<file path="config.mk">
export PLATFORM = sky130hd
export DESIGN_NAME = disp_cmd_writer
export DESIGN_NICKNAME = d
export VERILOG_FILES = /design/src/rtl/disp_cmd_defs_pkg.sv /design/src/rtl/disp_cmd_writer_queue.sv /design/src/rtl/disp_cmd_writer.sv
export SDC_FILE = /design/constraint.sdc
export NUM_CORES = 1
export LEC_CHECK = 0
export CORE_ASPECT_RATIO = 0.5
export CORE_MARGIN = 4
export CORE_UTILIZATION = 60
export CTS_BUF_LIST = sky130_fd_sc_hd__clkbuf_4 sky130_fd_sc_hd__clkbuf_8
export DETAILED_ROUTE_END_ITERATION = 10
export GPL_TIMING_DRIVEN = 0
export PLACE_DENSITY = 0.89
export SKIP_CTS_REPAIR_TIMING = 1
export SKIP_LAST_GASP = 1
export SYNTH_ARGS = -nofsm -noshare
export SYNTH_HDL_FRONTEND = slang
export SYNTH_SLANG_ARGS = --single-unit
</file>
<file path="constraint.sdc">
create_clock -name i_clk -period 3.1 [get_ports i_clk]
set_input_delay 0.62 -clock i_clk [delete_from_list [all_inputs] [get_ports i_clk]]
set_output_delay 0.62 -clock i_clk [all_outputs]
set_load 0.02 [all_outputs]
</file>
<file path="src/rtl/disp_cmd_defs_pkg.sv">
// rtl/disp_cmd_defs_pkg.sv - shared definitions for the display command FIFO writer
package disp_cmd_defs;

  localparam int CMD_W  = 8;
  localparam int TICK_W = 8;

  localparam logic [CMD_W-1:0] RST_DATA = 8'h00;

  typedef enum logic [2:0] {
    WR_IDLE,
    WR_SETUP,
    WR_STROBE,
    WR_HOLD,
    WR_RECOVER
  } wr_state_t;

  // A phase lasting N cycles counts down from N-1 to 0.
  function automatic logic [TICK_W-1:0] tick_load(input int ticks);
    return TICK_W'(ticks - 1);
  endfunction

endpackage

</file>
<file path="src/rtl/disp_cmd_writer_queue.sv">
// rtl/disp_cmd_writer_queue.sv - QDEPTH x CMD_W circular command queue
module cmd_queue
  import disp_cmd_defs::*;
#(
  parameter int QDEPTH = 4,
  parameter int CW     = $clog2(QDEPTH) + 1
) (
  input  logic             i_clk,
  input  logic             i_rst,
  input  logic             i_push,
  input  logic [CMD_W-1:0] i_push_data,
  input  logic             i_pop,
  output logic [CMD_W-1:0] o_head,
  output logic             o_full,
  output logic             o_empty,
  output logic [CW-1:0]    o_count
);

  localparam int AW = $clog2(QDEPTH);

  logic [CMD_W-1:0] r_mem [QDEPTH];
  logic [AW-1:0]    r_wr_ptr;
  logic [AW-1:0]    r_rd_ptr;
  logic [CW-1:0]    r_count;
  logic             w_push;
  logic             w_pop;

  assign w_push = i_push & ~o_full;
  assign w_pop  = i_pop & ~o_empty;

  always_ff @(posedge i_clk) begin
    if (w_push) begin
      r_mem[r_wr_ptr] <= i_push_data;
    end
  end

  // QDEPTH is a power of two, so pointer overflow is the wrap.
  always_ff @(posedge i_clk) begin
    if (i_rst) begin
      r_wr_ptr <= '0;
      r_rd_ptr <= '0;
      r_count  <= '0;
    end else begin
      if (w_push) begin
        r_wr_ptr <= r_wr_ptr + 1'b1;
      end
      if (w_pop) begin
        r_rd_ptr <= r_rd_ptr + 1'b1;
      end
      case ({w_push, w_pop})
        2'b10:   r_count <= r_count + 1'b1;
        2'b01:   r_count <= r_count - 1'b1;
        default: r_count <= r_count;
      endcase
    end
  end

  assign o_head  = r_mem[r_rd_ptr];
  assign o_full  = (r_count == CW'(QDEPTH));
  assign o_empty = (r_count == '0);
  assign o_count = r_count;

endmodule

</file>
<file path="src/rtl/disp_cmd_writer.sv">
// rtl/disp_cmd_writer.sv - writes queued command bytes into the display byte FIFO
// Optional wr_count/stall_count statistics with `define DISP_CMD_WR_STATS_EN.
module disp_cmd_writer
  import disp_cmd_defs::*;
#(
  parameter int QDEPTH        = 4,
  parameter int SETUP_TICKS   = 1,
  parameter int STROBE_TICKS  = 2,
  parameter int HOLD_TICKS    = 1,
  parameter int RECOVER_TICKS = 2
) (
  input  logic             i_clk,
  input  logic             i_rst,
  input  logic [CMD_W-1:0] i_cmd_data,
  input  logic             i_cmd_valid,
  output logic             o_cmd_ready,
  output logic [CMD_W-1:0] o_fifo_data,
  output logic             o_fifo_nwr,
  input  logic             i_fifo_nff_in,
  output logic             o_busy
`ifdef DISP_CMD_WR_STATS_EN
  ,
  output logic [15:0]      o_wr_count,
  output logic [15:0]      o_stall_count
`endif
);

  localparam int CW = $clog2(QDEPTH) + 1;

  localparam logic [TICK_W-1:0] SETUP_LD   = tick_load(SETUP_TICKS);
  localparam logic [TICK_W-1:0] STROBE_LD  = tick_load(STROBE_TICKS);
  localparam logic [TICK_W-1:0] HOLD_LD    = tick_load(HOLD_TICKS);
  localparam logic [TICK_W-1:0] RECOVER_LD = tick_load(RECOVER_TICKS);

  wr_state_t         r_state;
  wr_state_t         w_state_nxt;
  logic [TICK_W-1:0] r_tick;
  logic [TICK_W-1:0] w_tick_nxt;
  logic              r_nwr;
  logic [CMD_W-1:0]  r_fifo_data;
  logic              r_cmd_ready;
  logic              r_nff_s1;
  logic              r_nff_s2;

  logic              w_push;
  logic              w_pop;
  logic [CMD_W-1:0]  w_q_head;
  logic              w_q_full;
  logic              w_q_empty;
  logic [CW-1:0]     w_q_count;
  logic [CW-1:0]     w_count_nxt;

  cmd_queue #(
    .QDEPTH (QDEPTH),
    .CW     (CW)
  ) u_queue (
    .i_clk       (i_clk),
    .i_rst       (i_rst),
    .i_push      (w_push),
    .i_push_data (i_cmd_data),
    .i_pop       (w_pop),
    .o_head      (w_q_head),
    .o_full      (w_q_full),
    .o_empty     (w_q_empty),
    .o_count     (w_q_count)
  );

  assign w_push = i_cmd_valid & r_cmd_ready & ~w_q_full;

  // The full flag is asynchronous to clk; only the second stage is used.
  always_ff @(posedge i_clk) begin
    r_nff_s1 <= i_fifo_nff_in;
    r_nff_s2 <= r_nff_s1;
  end

  always_comb begin
    w_count_nxt = w_q_count;
    if (w_push && !w_pop) begin
      w_count_nxt = w_q_count + 1'b1;
    end else if (!w_push && w_pop) begin
      w_count_nxt = w_q_count - 1'b1;
    end
  end

  always_comb begin
    w_state_nxt = r_state;
    w_tick_nxt  = r_tick;
    w_pop       = 1'b0;
    case (r_state)
      WR_IDLE: begin
        if (!w_q_empty && r_nff_s2) begin
          w_pop       = 1'b1;
          w_state_nxt = WR_SETUP;
          w_tick_nxt  = SETUP_LD;
        end
      end
      WR_SETUP: begin
        if (r_tick == '0) begin
          w_state_nxt = WR_STROBE;
          w_tick_nxt  = STROBE_LD;
        end else begin
          w_tick_nxt = r_tick - 1'b1;
        end
      end
      WR_STROBE: begin
        if (r_tick == '0) begin
          w_state_nxt = WR_HOLD;
          w_tick_nxt  = HOLD_LD;
        end else begin
          w_tick_nxt = r_tick - 1'b1;
        end
      end
      WR_HOLD: begin
        if (r_tick == '0) begin
          w_state_nxt = WR_RECOVER;
          w_tick_nxt  = RECOVER_LD;
        end else begin
          w_tick_nxt = r_tick - 1'b1;
        end
      end
      WR_RECOVER: begin
        if (r_tick == '0) begin
          w_state_nxt = WR_IDLE;
        end else begin
          w_tick_nxt = r_tick - 1'b1;
        end
      end
      default: begin
        w_state_nxt = WR_IDLE;
        w_tick_nxt  = '0;
      end
    endcase
  end

  // Strobe and ready are registered so the FIFO and upstream never see decode glitches.
  always_ff @(posedge i_clk) begin
    if (i_rst) begin
      r_state     <= WR_IDLE;
      r_tick      <= '0;
      r_nwr       <= 1'b1;
      r_fifo_data <= RST_DATA;
      r_cmd_ready <= 1'b0;
    end else begin
      r_state     <= w_state_nxt;
      r_tick      <= w_tick_nxt;
      r_nwr       <= (w_state_nxt != WR_STROBE);
      r_cmd_ready <= (w_count_nxt != CW'(QDEPTH));
      if (w_pop) begin
        r_fifo_data <= w_q_head;
      end
    end
  end

  assign o_cmd_ready = r_cmd_ready;
  assign o_fifo_data = r_fifo_data;
  assign o_fifo_nwr  = r_nwr;
  assign o_busy      = (r_state != WR_IDLE) | ~w_q_empty;

`ifdef DISP_CMD_WR_STATS_EN
  logic [15:0] r_wr_count;
  logic [15:0] r_stall_count;
  logic        w_wr_done;
  logic        w_stall;

  assign w_wr_done = (r_state == WR_STROBE) && (r_tick == '0);
  assign w_stall   = (r_state == WR_IDLE) && !w_q_empty && !r_nff_s2;

  always_ff @(posedge i_clk) begin
    if (i_rst) begin
      r_wr_count    <= '0;
      r_stall_count <= '0;
    end else begin
      if (w_wr_done && r_wr_count != 16'hFFFF) begin
        r_wr_count <= r_wr_count + 16'd1;
      end
      if (w_stall && r_stall_count != 16'hFFFF) begin
        r_stall_count <= r_stall_count + 16'd1;
      end
    end
  end

  assign o_wr_count    = r_wr_count;
  assign o_stall_count = r_stall_count;
`endif

endmodule
</file>
==> flow_metrics.py <==
metrics = {
    "route": {
        "routedWlPerCell_um": 17.2,
        "drt_iter0_drc": 91,
        "wirelength_um": 5720,
        "num_vias": 1951,
        "viasPerCell": 5.88,
        "ant_nets": 0,
        "drcViolationCount": 0,
        "drtPass1Iterations": 4,
    },
    "clock_tree": {
        "cts_buffers": 9,
        "cts-root-buf": "clkbuf_8",
        "cts_buffer_depth": 2,
        "clk_pin_slew_worst_paths_ps": 70,
        "tritoncts": "done",
        "htreeDepth": 3,
        "worstSkewPairLatency_ps": 340,
        "numClockSinks": 62,
    },
    "die": {
        "ios": 23,
        "die_x_um": 104,
        "die_h_um": 56.2,
        "num_rows": 17,
        "initial_utilization_pct": 62.6,
        "dieArea_sq_mm": 0.00586,
        "core_sq_mm": 0.00445,
    },
    "sta": {
        "skew_ps": 7.40,
        "setup_viol": 0,
        "rsz0062_at_grt": "false",
        "clock.fmax_mhz": 370,
        "hold_viol_final": 0,
        "maxSlewHeadroom_pct": 54.0,
        "slew_viol_final": 0,
        "fin_setup_tns_ps": 0,
        "layout_setup_ws_ps": 394,
        "timing.final.crit_share_pct": 87.3,
        "tightestPinTransition_ps": 686,
        "period_minus_slack_ps": 2710,
    },
    "power": {
        "swShare_pct": 36.3,
        "peakVddDrop_uv": 464,
        "pwr-share-seq_pct": 37.5,
        "p_switching_uw": 1040,
        "p_comb_share_pct": 37.5,
        "p_leak_uw": 0.00116,
        "intPower_uw": 1830,
        "p_clk_share_pct": 25.0,
        "power_density_mw_per_mm2": 876,
    },
    "yosys": {
        "synth_most_common_cell": "edfxtp_1",
        "synthArstFlopShare_pct": 0,
        "syn-num-nets": 259,
        "netlist_instances": 237,
        "synth_top_flop_cell": "edfxtp_1",
        "yosysWarnings": 0,
        "synth-seq-cells": 62,
        "avgSynthCellArea_sq_um": 11.7,
        "yosysTopAreaCell": "edfxtp_1",
        "synth_edf_count": 32,
        "synth_top_cells_by_count": "32 x edfxtp_1, 30 x dfxtp_1, 26 x nand2_1",
        "ys_types": 44,
        "netlist_area_sq_mm": 0.00278,
        "seq_area_frac_synth_pct": 56.1,
        "ys_top_cells_by_area": "edfxtp_1 35%, dfxtp_1 22%, mux4_2 6.5%",
        "synthDominantCellAreaShare_pct": 34.5,
    },
    "global_route": {
        "track_usage_pct": 20.8,
        "grt_overflow_total": 0,
        "grt_pass1_vias": 1940,
        "grt_pass1_wl_um": 9300,
        "antenna_found_initial": 0,
        "grt_max_degree": 13,
    },
    "placed_design": {
        "pre_cts_slack_ps": 529,
        "dp_hpwl_um": 3800,
        "place_congestion": 0.868,
        "place.port_buffers": 22,
    },
    "layout": {
        "drive_above_1_share_pct": 12.0,
        "seqCellArea_sq_mm": 0.00156,
        "multiInputGateArea_sq_mm": 0.00112,
        "final_util_pct": 73.7,
        "fill_cells": 297,
        "num_antenna_cells": 0,
        "syn_to_final_growth_pct": 17.7,
        "nets": 292,
    },
    "job": {
        "maxCapViolCount": 0,
    },
    "worst_setup_path": {
        "critPathCaptureType": "output pin",
        "path_class": "flip-flop to output pin",
        "reg2reg_depth": 9,
        "cp.arrival_ps": 2090,
        "crit_fanout": 5,
        "cp-start-kind": "flip-flop",
        "r2r-end": "u_queue.o_count[2]",
        "cp.required_ps": 2480,
        "r2r_start": "u_queue.o_count[0]",
        "rrSetupSlack_ps": 470,
    },
    "hold_path": {
        "min_from": "r_nff_s1",
        "hold_end": "r_nff_s2",
        "hold_depth": 0,
        "hold_class": "flip-flop to flip-flop",
    },
    "outcome": {
        "status": "finished, final reports clean",
    },
}
[per-layer routing]
layer	global-route usage, %	part of all wire, %	vias up
met5	0	0	-
met4	7.77	1.2	0
met3	8.34	5.6	6
met2	34.9	51	50
met1	24.3	42	941
li1	-	-	954
[worst max-delay path, stage by stage (launching register included)]
cell             delay, ps
dfxtp_1                450
inv_1                  120
ha_1                   260
nand2b_1               170
nor2_1                  60
nand2_1                 90
clkdlybuf4s50_1        600
[power by group through the flow]
stage	Combinational (uW)	Clock (uW)	Sequential, uW
final	1080	716	1080
after CTS	1070	724	1070
after global routing	1170	766	1090
after global placement	1020	0	1080
after detailed placement	1060	0	1090
after floorplan	725	0	1120
[per-stage QoR]
stage	hold WS [ps]	area, sq um	total power [uW]	instances
after detailed placement	321	3070	2150	316
final	331	3280	2870	332
after CTS	336	3280	2870	332
after global placement	312	3070	2100	316
after floorplan	310	2780	1840	237
after global routing	354	3280	3020	332
[kinds of logic after synthesis]
family	after synthesis	share of synthesized area [%]
mux	11	7.55
compound gates	53	13.2
fa+ha+maj	10	4.50
xor+xnor	9	2.83
flops	62	56.1
simple gates	67	12.3
buf+inv	25	3.51
[registers in the layout, summed over array words and instances, names as in the netlist]
name	cells
u_queue.r_mem	32
o_fifo_data	8
r_tick	8
r_state	3
u_queue.o_count	3
u_queue.r_rd_ptr	2
u_queue.r_wr_ptr	2
o_cmd_ready	1
o_fifo_nwr	1
r_nff_s1	1
r_nff_s2	1
[worst max-delay path by stage]
stage / startpoint / end / slack (ps) / depth (start not counted)
final: u_queue.o_count[0] / o_busy / 390 / 6
after global routing: u_queue.o_count[0] / o_busy / 290 / 6
after CTS: u_queue.o_count[0] / o_busy / 380 / 6
after detailed placement: i_cmd_valid / u_queue.o_count[2] / 530 / 7
after global placement: i_cmd_valid / u_queue.o_count[2] / 590 / 7
after floorplan: u_queue.o_count[0] / u_queue.o_count[2] / 930 / 9
[final cells by class]
| class | instances | area share [%] |
|---|---|---|
| inverter | 15 | 1.72 |
| clock inverter | 6 | 2.14 |
| tap | 57 | 2.18 |
| sequential | 62 | 47.7 |
| clock buffer | 10 | 4.01 |
| multi-input combinational | 150 | 34.3 |
| buffer | 10 | 1.26 |
| timing repair buffer | 22 | 6.72 |
[cell usage in the layout (no fill, tap or decap), types with 2 or more instances in the layout]
cell	n
edfxtp_1	32
dfxtp_1	30
nand2_1	26
clkdlybuf4s50_1	22
a21oi_1	19
inv_1	15
nor2_1	13
ha_1	10
clkbuf_8	9
mux4_2	8
o211ai_1	8
xor2_1	7
clkbuf_1	6
o2111ai_1	6
nand4_1	5
nand3_1	4
and3_1	4
o21ai_0	4
buf_2	3
nor3_1	3
a211oi_1	3
mux2i_1	3
nand2b_1	2
a21boi_1	2
o311ai_0	2
xnor2_1	2
clkinv_4	2
inv_6	2
No activity file was read; power rests on OpenSTA's default activity.
